## src/rtl/bp_be_pkg.sv

```systemverilog
// Shared types for the back-end next-PC checker: config selector, branch packet,
// redirect payload and checker state encoding.
package bp_be_pkg;

  typedef enum logic [0:0] {
    e_bp_default_cfg
  } bp_params_e;

  localparam int vaddr_width_gp               = 39;
  localparam int branch_metadata_fwd_width_gp = 36;

  function automatic int bp_vaddr_width(input bp_params_e cfg);
    case (cfg)
      e_bp_default_cfg: return vaddr_width_gp;
      default:          return vaddr_width_gp;
    endcase
  endfunction

  function automatic int bp_metadata_width(input bp_params_e cfg);
    case (cfg)
      e_bp_default_cfg: return branch_metadata_fwd_width_gp;
      default:          return branch_metadata_fwd_width_gp;
    endcase
  endfunction

  typedef struct packed {
    logic                      v;
    logic                      branch;
    logic                      btaken;
    logic [vaddr_width_gp-1:0] npc;
  } bp_be_branch_pkt_s;

  typedef struct packed {
    logic [vaddr_width_gp-1:0]               pc;
    logic                                    taken;
    logic [branch_metadata_fwd_width_gp-1:0] metadata;
  } bp_be_redirect_s;

  typedef enum logic [1:0] {
    e_run,
    e_wait_fe,
    e_resync
  } bp_be_npc_check_state_e;

endpackage

```

## src/rtl/bp_be_npc_check.sv

```systemverilog
// Tracks the architectural next PC, poisons wrong-path issue and raises a single
// front-end redirect per mispredict, then drops instructions until the stream resyncs.
//
// state     | meaning
// ----------+----------------------------------------------------------------
// e_run     | stream on the expected path; a mismatch raises a redirect
// e_wait_fe | redirect pending; every issuing instruction is wrong-path
// e_resync  | drop instructions until one lands on the expected PC
module bp_be_npc_check
  import bp_be_pkg::*;
  #(parameter bp_params_e                  bp_params_p  = e_bp_default_cfg
    , parameter logic [vaddr_width_gp-1:0] reset_pc_p   = 'h8000_0000
    , parameter int                        cnt_width_p  = 32
    , localparam int vaddr_width_p                = bp_vaddr_width(bp_params_p)
    , localparam int branch_metadata_fwd_width_p  = bp_metadata_width(bp_params_p)
    )
  (input  logic                                   clk_i
  , input  logic                                   reset_i
  , input  bp_be_branch_pkt_s                      br_pkt_i
  , input  logic [branch_metadata_fwd_width_p-1:0] br_metadata_i
  , input  logic                                   issue_v_i
  , input  logic [vaddr_width_p-1:0]               issue_pc_i
  , input  logic                                   npc_w_v_i
  , input  logic [vaddr_width_p-1:0]               npc_w_i
  , output logic                                   poison_o
  , output logic [vaddr_width_p-1:0]               npc_o
  , output logic                                   redirect_v_o
  , input  logic                                   redirect_ready_i
  , output logic [vaddr_width_p-1:0]               redirect_pc_o
  , output logic                                   redirect_taken_o
  , output logic [branch_metadata_fwd_width_p-1:0] redirect_metadata_o
  , output logic [cnt_width_p-1:0]                 mispredict_cnt_o
  );

  bp_be_npc_check_state_e   state_r;
  logic [vaddr_width_p-1:0] npc_r;
  logic [vaddr_width_p-1:0] cmp_pc;
  logic                     pc_match;
  logic                     mispredict;
  logic                     redirect_v_r;
  bp_be_redirect_s          redirect_r;
  logic [cnt_width_p-1:0]   cnt_r;
  logic                     unused_branch;

  // The branch packet belongs to the older instruction, so its npc bypasses npc_r.
  assign cmp_pc        = br_pkt_i.v ? br_pkt_i.npc : npc_r;
  assign pc_match      = (issue_pc_i == cmp_pc);
  assign mispredict    = (state_r == e_run) & issue_v_i & ~pc_match;
  assign unused_branch = br_pkt_i.branch;

  always_comb begin
    poison_o = 1'b0;
    case (state_r)
      e_run:     poison_o = issue_v_i & ~pc_match;
      e_wait_fe: poison_o = issue_v_i;
      e_resync:  poison_o = issue_v_i & ~pc_match;
      default:   poison_o = issue_v_i;
    endcase
  end

  always_ff @(posedge clk_i) begin
    if (reset_i) begin
      state_r      <= e_resync;
      npc_r        <= reset_pc_p;
      redirect_v_r <= 1'b0;
      redirect_r   <= '0;
      cnt_r        <= '0;
    end else if (npc_w_v_i) begin
      // Trap/xRET: drop any pending redirect and realign to the new PC.
      state_r      <= e_resync;
      npc_r        <= npc_w_i;
      redirect_v_r <= 1'b0;
    end else begin
      if (br_pkt_i.v)
        npc_r <= br_pkt_i.npc;
      case (state_r)
        e_run: begin
          if (mispredict) begin
            state_r             <= e_wait_fe;
            redirect_v_r        <= 1'b1;
            redirect_r.pc       <= {cmp_pc[vaddr_width_p-1:1], 1'b0};
            redirect_r.taken    <= br_pkt_i.btaken;
            redirect_r.metadata <= br_metadata_i;
            if (cnt_r != '1)
              cnt_r <= cnt_r + 1'b1;
          end
        end
        e_wait_fe: begin
          if (redirect_v_r & redirect_ready_i) begin
            state_r      <= e_resync;
            redirect_v_r <= 1'b0;
          end
        end
        e_resync: begin
          if (issue_v_i & pc_match)
            state_r <= e_run;
        end
        default: state_r <= e_resync;
      endcase
    end
  end

  assign npc_o               = npc_r;
  assign redirect_v_o        = redirect_v_r;
  assign redirect_pc_o       = redirect_r.pc;
  assign redirect_taken_o    = redirect_r.taken;
  assign redirect_metadata_o = redirect_r.metadata;
  assign mispredict_cnt_o    = cnt_r;

endmodule

```

## config.mk

```make
export PLATFORM = sky130hd
export DESIGN_NAME = bp_be_npc_check
export DESIGN_NICKNAME = d
export VERILOG_FILES = /design/src/rtl/bp_be_pkg.sv /design/src/rtl/bp_be_npc_check.sv
export SDC_FILE = /design/constraint.sdc
export NUM_CORES = 1
export LEC_CHECK = 0
export BUFFER_PORTS_ARGS = -buffer_cell sky130_fd_sc_hd__buf_2
export CAP_MARGIN = 25
export CORE_ASPECT_RATIO = 1.4
export CORE_MARGIN = 3
export CORE_UTILIZATION = 47
export DETAILED_ROUTE_END_ITERATION = 10
export PLACE_DENSITY_LB_ADDON = 0.08
export SETUP_SLACK_MARGIN = 0.3
export SYNTH_ARGS = -nofsm -noshare
export SYNTH_HDL_FRONTEND = slang
export SYNTH_SLANG_ARGS = --single-unit
```

## constraint.sdc

```tcl
create_clock -name clk_i -period 3.5 [get_ports clk_i]
set_clock_uncertainty 0.1 [all_clocks]
set_input_delay 0.525 -clock clk_i [delete_from_list [all_inputs] [get_ports clk_i]]
set_output_delay 0.525 -clock clk_i [all_outputs]
set_load 0.01 [all_outputs]
```

==> flow_summary_export.csv <==
group,metric,value,unit
synth,synth_cell_types,41,
grt,groute.usage.overall,0.2690,
routing,vias_per_cell,5.163,
routing,wl_per_cell,16.75,um
synth,synth_seq_cells,149,
final_layout,final_cells,1280,
pwr,total_power,3.992,mW
final_layout,postLayoutCoreUtil,0.6802,
final_layout,regArea,2983,sq um
grt,grt.busiest_layer,"met2",
grt,grt_pass1_wl,32730,um
routing,drtIter0Drc,280,
grt,groute.layer.met1.usage,0.3018,
routing,drt_pre_antenna_iters,5,
final_layout,mostFrequentLayoutCells,"buf_2 (305), dfxtp_1 (149), nor2_1 (132)",
timing,clock.fmax,0.3229,GHz
clock_network,root_buffer,"clkbuf_16",
grt,grt_pass1_vias,6213,
pwr,ir_worst_vdd,0.3026,mV
final_layout,nets,1242,
clock_network,cts_inserted_buffers,17,
routing,antenna_left,0,
worst_setup_path,cp.depth,10,
grt,gr-total-overflow,0,
synth,yosys_warnings,0,
routing,wirelength,21440,um
worst_setup_path,path_max_fanout,5,
clock_network,clkLatencyLatePin,420,ps
floorplanning,fp.dieW,105.9,um
timing,worst_slew_pin_slew,988.6,ps
grt,use_met3,0.08123,
clock_network,cts_sinks,149,
timing,setup_tns,0,ps
worst_setup_path,crit_required,2870,ps
floorplanning,fp.coreArea,13510,sq um
timing,min_period,3097,ps
timing,grt_setup_unrepaired,"false",
job,maxCapViolations,0,
worst_setup_path,crit_chain,"buf_6 > buf_12 > buf_4 > mux2i_2 > xnor2_1 > nor4_2 > nand2_1 > nor3_4 > a21boi_0 > buf_2",
clock_network,htree_num_levels,4,
worst_setup_path,crit_type,"in -> out",
worst_setup_path,cpPeakStageDelay,300,ps
grt,antenna_found_initial,6,
final_layout,synthToLayoutAreaGrowth,39.98,%
placement,post-place-cells,1233,
placement,io_buffers,307,
final_layout,multi_input_area,3506,sq um
placement,dp.final_hpwl,15310,um
placement,place_area,8252,sq um
final_layout,drive_gt1_frac,0.3824,
synth,synth_area,6566,sq um
synth,postSynthAreaPerCell,8.375,sq um
worst_setup_path,cp_num_buf_inv,4,
synth,ys_seq_area_frac,0.4543,
routing,route.detailed.drc,0,
hold_path,hold_class,"in -> reg",
worst_setup_path,cp_top_family,"simple AND/OR/NAND/NOR gates",
floorplanning,row_count,50,
synth,synthCells,784,
run_status,status,"completed",
clock_network,ctsHoldBuffers,0,
final_layout,final_cell_area,9191,sq um
hold_path,holdPathStages,3,
timing,slew_violations,0,
floorplanning,initial_core_util,0.4859,
floorplanning,die_height,145.9,um
timing,post-route-period-util,0.8849,
clock_network,tritoncts,"done",
worst_setup_path,rr_worst_depth,9,
placement,place_congestion,0.8499,
routing,dr_total_vias,6608,
floorplanning,dieArea,15450,sq um
worst_setup_path,crit_path_start_kind,"input port",
pwr,p_leak,3.944,nW
timing,whs,238.7,ps
clock_network,path_clk_slew,60,ps
timing,setup_viol,0,
grt,groute.layer.met2.usage,0.4690,
final_layout,layout_commonest_cell,"buf_2",
final_layout,nFillCells,1200,
synth,synth_nets,946,
timing,max_slew_margin,0.3409,
timing,finalHoldViolCount,0,
floorplanning,io_pins,310,
worst_setup_path,reg2reg_slack,860,ps
clock_network,cts_max_path_buffers,2,
worst_setup_path,critPathCaptureType,"primary output",
pwr,power.density,434.4,nW/um^2
worst_setup_path,cp_slowest_cell,"nor4_2",
worst_setup_path,crit_arrival,2470,ps
timing,setup_slack,402.9,ps
placement,place_ws,-37.20,ps
grt,grt_max_degree,95,
-- repair_timing --
item / 4_1_cts / 5_1_grt
gates resized for setup: 15 / 29
setup endpoints to repair: 1 / 1
setup buffers: 0 / 7
cloned: 1 / 2
pin swaps: 1 / 4
endpoints found under the hold margin: 0 / 0
-- Yosys cell counts, drive strengths merged --
| cell type | number | area [sq um] |
|---|---|---|
| or4 | 3 | 22.52 |
| nand3b | 1 | 7.510 |
| a21oi | 95 | 475.5 |
| or3b | 1 | 8.760 |
| buf | 19 | 147.6 |
| inv | 3 | 11.26 |
| mux2 | 13 | 146.4 |
| a211o | 1 | 8.760 |
| ha | 1 | 12.51 |
| nor4 | 11 | 75.07 |
| nor4b | 2 | 17.52 |
| mux2i | 39 | 397.9 |
| and2 | 2 | 12.51 |
| nor3b | 3 | 22.52 |
| conb | 1 | 3.750 |
| or3 | 15 | 93.84 |
| a211oi | 40 | 300.3 |
| o31a | 1 | 8.760 |
| o21ai | 17 | 85.08 |
| nand3 | 14 | 70.07 |
| clkbuf | 39 | 146.4 |
| nor2b | 13 | 81.33 |
| a21boi | 1 | 7.510 |
| nand2 | 93 | 349.1 |
| nand2b | 2 | 12.51 |
| and4 | 3 | 26.28 |
| xnor2 | 39 | 341.6 |
| o41ai | 1 | 8.760 |
| dfxtp | 149 | 2983 |
| and3 | 1 | 6.260 |
| nor3 | 12 | 60.06 |
| nand4 | 10 | 62.56 |
| o31ai | 4 | 35.03 |
| or4b | 1 | 10.01 |
| nor2 | 132 | 495.5 |
| a31oi | 2 | 12.51 |
-- registers in the layout, summed over array words and instances, names as in the netlist --
signal and flops:
mispredict_cnt_o 32, npc_o 39, redirect_metadata_o 36, redirect_pc_o 38, redirect_taken_o 1, redirect_v_o 1, state_r 2
-- where the power goes --
part           total (mW)  switching [mW]  internal, mW  leakage (nW)
Sequential           1.75          0.0217          1.72          1.21
Combinational       0.458           0.239         0.219          2.47
Clock                1.79           0.774          1.01         0.265
Total                3.99            1.03          2.96          3.94
-- area by class of cell --
cell class	count	share of cell area
well taps	182	0.02478
diodes	5	0.001361
clock inverters	14	0.01511
clock buffers	18	0.04778
inverters	3	0.001225
multi-input cells	574	0.3814
flip-flops and latches	149	0.3245
repair buffers	335	0.2038
-- worst register-to-register path, cell delays in order (launching register included) --
cell      delay [ps]
dfxtp_1          340
mux2i_4          180
xnor2_1          120
nor4_2           380
buf_4            170
nand4_1          180
buf_4            210
o31a_2           340
buf_4            250
a211oi_1         260
-- worst paths after layout --
| path | to | from |
|---|---|---|
| worst max register to register | redirect_pc_o[30]$_SDFFE_PP0P_ | npc_o[21]$_SDFF_PP0_ |
| worst min-delay path | npc_o[31]$_SDFF_PP1_ | npc_w_i[31] |
| worst max-delay path | poison_o | br_pkt_i[41] |
| worst min register to register | redirect_metadata_o[15]$_SDFFE_PP0P_ | redirect_metadata_o[15]$_SDFFE_PP0P_ |
-- logic make-up after synthesis --
kind of cell,share of synthesized area
AND/OR/NAND/NOR,0.2184
buffers and inverters,0.04649
flip-flops,0.4543
multiplexers,0.08289
other,0.0005711
adder cells (fa/ha/maj),0.001905
AO/OA/AOI/OAI,0.1435
XOR/XNOR,0.05202
-- layer usage --
layer / vias up / share of wire
met5: - / 0.00033
met4: 2 / 0.034
met3: 46 / 0.074
met2: 251 / 0.52
met1: 3013 / 0.37
li1: 3296 / -
No activity file was read; power rests on OpenSTA's default activity.
